File: src/rtl/hazard_pkg.sv
// ---------------------------------------------------------------------------
// hazard_pkg
// Shared definitions for the forwarding / load-use hazard unit.
//   fwd_sel_t  : EX-stage operand mux select encodings
//   tag_t      : per-stage pipeline tag {valid, rd, regwrite, memread}
//   TAG_BUBBLE : all-zero tag, used for bubbles and reset
//   tag_hit()  : true when a stage tag will write the given source register
// ---------------------------------------------------------------------------
package hazard_pkg;

    // The tag's rd field has a fixed width so the struct can live in the
    // package. Register indices narrower than this are zero-extended.
    localparam int RD_W_MAX = 8;

    typedef enum logic [1:0] {
        FWD_REG   = 2'b00,
        FWD_EXMEM = 2'b01,
        FWD_MEMWB = 2'b10
    } fwd_sel_t;

    typedef struct packed {
        logic                valid;
        logic [RD_W_MAX-1:0] rd;
        logic                regwrite;
        logic                memread;
    } tag_t;

    localparam tag_t TAG_BUBBLE = '0;

    // Register 0 is hard-wired to zero, so it never counts as a producer.
    function automatic logic tag_hit(input tag_t t, input logic [RD_W_MAX-1:0] src);
        return t.valid && t.regwrite && (t.rd != '0) && (t.rd == src);
    endfunction

endpackage

File: src/rtl/fwd_match.sv
// ---------------------------------------------------------------------------
// fwd_match
// Combinational forwarding-select for one EX-stage operand.
//   src     : source register index of the instruction about to enter EX
//   ex_tag  : tag of the instruction currently in EX (next edge: in MEM)
//   mem_tag : tag of the instruction currently in MEM (next edge: in WB)
//   sel     : FWD_EXMEM if EX produces src, else FWD_MEMWB if MEM does,
//             else FWD_REG. Never returns 2'b11.
// ---------------------------------------------------------------------------
module fwd_match
    import hazard_pkg::*;
(
    input  logic [RD_W_MAX-1:0] src,
    input  tag_t                ex_tag,
    input  tag_t                mem_tag,
    output logic [1:0]          sel
);

    // EX is the younger producer, so it is tested last and wins.
    always_comb begin
        sel = FWD_REG;
        if (tag_hit(mem_tag, src)) sel = FWD_MEMWB;
        if (tag_hit(ex_tag, src))  sel = FWD_EXMEM;
    end

endmodule

File: src/rtl/fwd_hazard_unit.sv
// ---------------------------------------------------------------------------
// fwd_hazard_unit
// Forwarding selects and load-use stall detection for a 5-stage pipeline.
// Tracks EX/MEM/WB tags internally; the ID instruction's fields come in
// each cycle and are folded into EX on the rising edge.
//
// Ports
//   clk_i, rst_i            clock; synchronous active-high reset
//   id_valid_i              ID holds a real instruction
//   id_rs_i, id_rt_i        ID source registers
//   id_rd_i                 ID destination register
//   id_regwrite_i           ID instruction writes the register file
//   id_memread_i            ID instruction is a load
//   flush_i                 squash the ID instruction
//   stall_o                 hold PC and IF/ID this cycle (combinational)
//   fwd_a_sel_o/fwd_b_sel_o registered EX operand mux selects
//   stall_cnt_o             saturating count of load-use stall cycles
// ---------------------------------------------------------------------------
module fwd_hazard_unit
    import hazard_pkg::*;
#(
    parameter int REG_W = 5,   // must not exceed RD_W_MAX
    parameter int CNT_W = 16
) (
    input  logic             clk_i,
    input  logic             rst_i,
    input  logic             id_valid_i,
    input  logic [REG_W-1:0] id_rs_i,
    input  logic [REG_W-1:0] id_rt_i,
    input  logic [REG_W-1:0] id_rd_i,
    input  logic             id_regwrite_i,
    input  logic             id_memread_i,
    input  logic             flush_i,
    output logic             stall_o,
    output logic [1:0]       fwd_a_sel_o,
    output logic [1:0]       fwd_b_sel_o,
    output logic [CNT_W-1:0] stall_cnt_o
);

    logic [RD_W_MAX-1:0] rs_ext;
    logic [RD_W_MAX-1:0] rt_ext;
    logic [RD_W_MAX-1:0] rd_ext;

    tag_t ex_q;
    tag_t mem_q;
    tag_t wb_q;
    tag_t ex_d;

    logic             load_bubble;
    logic [1:0]       fwd_a_d;
    logic [1:0]       fwd_b_d;
    logic [1:0]       fwd_a_q;
    logic [1:0]       fwd_b_q;
    logic [CNT_W-1:0] cnt_q;

    always_comb begin
        rs_ext = '0;
        rt_ext = '0;
        rd_ext = '0;
        rs_ext[REG_W-1:0] = id_rs_i;
        rt_ext[REG_W-1:0] = id_rt_i;
        rd_ext[REG_W-1:0] = id_rd_i;
    end

    // Load in EX whose result is needed by ID. Flush wins over stall, and
    // reset masks it so a stall in progress drops immediately.
    always_comb begin
        stall_o = !rst_i && id_valid_i && !flush_i &&
                  ex_q.valid && ex_q.memread && ex_q.regwrite &&
                  (ex_q.rd != '0) &&
                  ((ex_q.rd == rs_ext) || (ex_q.rd == rt_ext));
    end

    assign load_bubble = stall_o || flush_i || !id_valid_i;

    always_comb begin
        ex_d = TAG_BUBBLE;
        if (!load_bubble) begin
            ex_d.valid    = 1'b1;
            ex_d.rd       = rd_ext;
            ex_d.regwrite = id_regwrite_i;
            ex_d.memread  = id_memread_i;
        end
    end

    // Selects are computed against the current EX/MEM tags: after the edge
    // those producers sit in MEM and WB, matching the mux inputs.
    fwd_match u_match_rs (
        .src     (rs_ext),
        .ex_tag  (ex_q),
        .mem_tag (mem_q),
        .sel     (fwd_a_d)
    );

    fwd_match u_match_rt (
        .src     (rt_ext),
        .ex_tag  (ex_q),
        .mem_tag (mem_q),
        .sel     (fwd_b_d)
    );

    always_ff @(posedge clk_i) begin
        if (rst_i) begin
            ex_q    <= TAG_BUBBLE;
            mem_q   <= TAG_BUBBLE;
            wb_q    <= TAG_BUBBLE;
            fwd_a_q <= FWD_REG;
            fwd_b_q <= FWD_REG;
            cnt_q   <= '0;
        end else begin
            ex_q  <= ex_d;
            mem_q <= ex_q;
            wb_q  <= mem_q;
            if (load_bubble) begin
                fwd_a_q <= FWD_REG;
                fwd_b_q <= FWD_REG;
            end else begin
                fwd_a_q <= fwd_a_d;
                fwd_b_q <= fwd_b_d;
            end
            if (stall_o && (cnt_q != '1)) begin
                cnt_q <= cnt_q + CNT_W'(1);
            end
        end
    end

    // The WB tag is kept for pipeline visibility only; same-cycle WB write
    // vs. ID read is resolved write-first inside the register file.
    logic unused_wb;
    assign unused_wb = ^wb_q;

    assign fwd_a_sel_o = fwd_a_q;
    assign fwd_b_sel_o = fwd_b_q;
    assign stall_cnt_o = cnt_q;

endmodule

File: config.mk
export PLATFORM = sky130hd
export DESIGN_NAME = fwd_hazard_unit
export DESIGN_NICKNAME = d
export VERILOG_FILES = /design/src/rtl/hazard_pkg.sv /design/src/rtl/fwd_match.sv /design/src/rtl/fwd_hazard_unit.sv
export SDC_FILE = /design/constraint.sdc
export NUM_CORES = 1
export LEC_CHECK = 0
export ABC_AREA = 1
export CAP_MARGIN = 20
export CORE_MARGIN = 5
export CORE_UTILIZATION = 30
export DETAILED_ROUTE_END_ITERATION = 10
export PLACE_DENSITY_LB_ADDON = 0.2
export SKIP_LAST_GASP = 1
export SYNTH_ARGS = -nofsm -noshare
export SYNTH_HDL_FRONTEND = slang
export SYNTH_SLANG_ARGS = --single-unit
export TNS_END_PERCENT = 10
File: constraint.sdc
create_clock -name clk_i -period 2.65 [get_ports clk_i]
set_input_delay 0.795 -clock clk_i [delete_from_list [all_inputs] [get_ports clk_i]]
set_output_delay 0.795 -clock clk_i [all_outputs]
set_load 0.01 [all_outputs]
==> results of run 1 <==
-- repair_timing --
action / in CTS / in global routing
setup buffers: 11 / 1
setup endpoints to repair: 1 / 1
resized for setup: 24 / 1
pin swaps: 8 / 3
-- registers in the layout, summed over array words and instances (netlist names) --
register and flops:
stall_cnt_o 16, ex_q 8, fwd_b_sel_o 2, mem_q 7
fwd_a_sel_o 2
-- metal layers --
layer / routed length, um / global-route usage (%) / vias to the layer above / share of wire (%)
met5: 0 / 0 / - / 0
li1: - / - / 1064 / -
met2: 2150 / 19.5 / 37 / 43
met3: 281 / 4.17 / 8 / 5.6
met4: 82 / 4.40 / 0 / 1.6
met1: 2480 / 16.8 / 853 / 50
-- through the flow --
step                      std cells  setup TNS [ns]  utilization (%)  hold slack (ns)  area, sq um
final                           442               0             43.9            0.424         2790
after global routing            442               0             43.9            0.451         2790
after CTS                       441               0             43.8            0.426         2780
after detailed placement        422          -0.624             40.9            0.414         2600
after global placement          422          -0.597             40.9            0.413         2600
after floorplan                 289               0                -            0.403         1960
-- final cells by class --
class | count | area, sq um | share of cell area (%)
clock buffers | 5 | 68.8 | 2.47
repair buffers | 75 | 659 | 23.6
well taps | 77 | 96.3 | 3.45
multi-input cells | 207 | 1090 | 39.0
flip-flops and latches | 35 | 701 | 25.1
clock inverters | 3 | 25.0 | 0.897
inverters | 40 | 150 | 5.38
-- report_power, final --
group          leakage [nW]  total, mW  switching [mW]  internal, mW
clock network        0.0443      0.394           0.207         0.188
logic                 0.877      0.121          0.0517        0.0689
registers             0.283      0.535         0.00456         0.531
-- critical path, delay by kind of cell --
kind                   cells  cell delay (ns)
AND/OR/NAND/NOR            6             0.50
buffers and inverters      4             0.45
-- synthesized netlist by cell type --
master and count:
nand3_1 12, nor3_1 2, xnor2_1 10, nand4_4 1
nor4_1 2, nor2_4 3, a21oi_2 8, inv_2 4
nand4_1 21, a21oi_1 5, nand3_2 2, xor2_1 7
nand2_1 83, inv_1 36, and2_1 1, dfxtp_1 35
buf_6 2, o21ai_0 1, ha_1 1, nand2_2 1
nor2_1 44, buf_4 2, nand3b_1 1, or2_2 1
clkbuf_1 2, nor3_2 1, buf_1 1
-- logic make-up after synthesis --
logic type	share of synthesized area (%)
AO/OA/AOI/OAI	5.10
XOR/XNOR	7.58
adder cells (fa/ha/maj)	0.637
buffers and inverters	10.1
flip-flops	35.7
AND/OR/NAND/NOR	40.9
-- worst min-delay path by stage --
stage | cells past startpoint | start | to
2_1_floorplan | 2 | ex_q[1] | mem_q[1]
3_3_place_gp | 2 | ex_q[1] | mem_q[1]
3_5_place_dp | 2 | ex_q[10] | mem_q[10]
4_1_cts | 2 | ex_q[10] | mem_q[10]
5_1_grt | 2 | ex_q[10] | mem_q[10]
6_report | 2 | ex_q[10] | mem_q[10]
==> metrics.cfg, run 1 <==
[clock_tree]
hold_buffers=0
cts_max_level=2
path_clk_slew_ns=0.08
cts_tree=yes
cts.sinks=35
clockBufferDepth=2
cts_buffers=5
cts_root_buf=clkbuf_8
clock_latency_ns=0.29

[setup_path]
rrSetupSlack_ns=0.89
path_cells=dlygate4sd2_1 > inv_1 > nand2_1 > nand2_1 > nor2_2 > nand3_1 > nand2_2 > nand2_2 > inv_1 > buf_2
critPathLaunchType=input pin
crit_arrival_ns=1.75
r2r_start=stall_cnt_o[0]
cp-end-kind=output pin
worstSetupPathType=input pin to output pin
slowest_stage=dlygate4sd2_1
critPathMaxFanout=3
timing.rr.end=stall_cnt_o[15]
cp.required_ns=1.86
critPathMaxStageDelay_ns=0.23
endpoint=stall_o
startpoint=id_rt_i[1]
reg2regPathDepth=8

[sta]
max_freq_ghz=0.393
fin_worst_skew_ns=0.00645
fin_ws_ns=0.106
slew_violations=0
fin_crit_ns=2.54
maxSlewHeadroom_pct=76.6
max_slew.worst_pin.slew_ns=0.349
hold_viol=0
grt_setup_unrepaired=no
timing.final.crit_share_pct=96.0
setup_viol=0

[finish]
drive_gt1_share_pct=19.7
num_antenna_cells=0
area_delta_synth_final_pct=42.1
final_common_cell=nand2_1
layout_common_cells=81 x nand2_1, 39 x nor2_1, 36 x inv_1
fill_cells=651
num-nets-final=386

[pwr]
leakagePower_nw=1.20
finalPower_mw=1.05
vdd_drop_max_mv=0.180
power.density_nw_per_um2=377

[global_routing]
grt_pass1_wl_mm=8.67
grt_usage_pct=12.7
grt_antenna_before_repair=0
grt_max_degree=21
grt-ovfl-total=0
first_global_vias=1917

[floorplanning]
fp.dieH_um=90.9
rows=29
die_w_um=90.9
ios=42
initial_core_util_pct=30.9
dieArea_sq_um=8260
fp.coreArea_sq_um=6350

[logic_synthesis]
syn_inst=289
ys_seq_elements=35
synth_area_sq_um=1960
synth-seq-area-share_pct=35.7
ys_types=27
yosys-top-cells-area=dfxtp_1 36%, nand2_1 16%, nor2_1 8.4%
yosysWarnings=0
post_synth.cell_area_avg_sq_um=6.79
syn_nets=311
synth_top_cell_area_share_pct=35.7
synth_top_cell_by_area=dfxtp_1

[routing]
route.detailed.drc=0
ant_nets=0
viasPerCell=4.44
vias=1962
drt_pass1_iterations=4
routed_wl_mm=5.00
wl_per_cell_um=11.3
drt_iter0_drc=118

[hold_path]
hp-class=flop to flop

[place]
dp_slack_ns=-0.624
place_congestion=0.835
io_buffers=41
hpwl_mm=3.81

[outcome]
status=completed

[job]
drv_cap=0

Power figures use the tool's default switching activity.
==> run 2, diff against run 1 <==
--- a/config.mk
+++ b/config.mk
@@ -9,6 +9,7 @@
 export CAP_MARGIN = 20
 export CORE_MARGIN = 5
 export CORE_UTILIZATION = 30
+export CTS_CLUSTER_DIAMETER = 30
 export DETAILED_ROUTE_END_ITERATION = 10
 export PLACE_DENSITY_LB_ADDON = 0.2
 export SKIP_LAST_GASP = 1
==> results of run 2 <==
Final layout, timing and power as in run 1 (identical DEF).
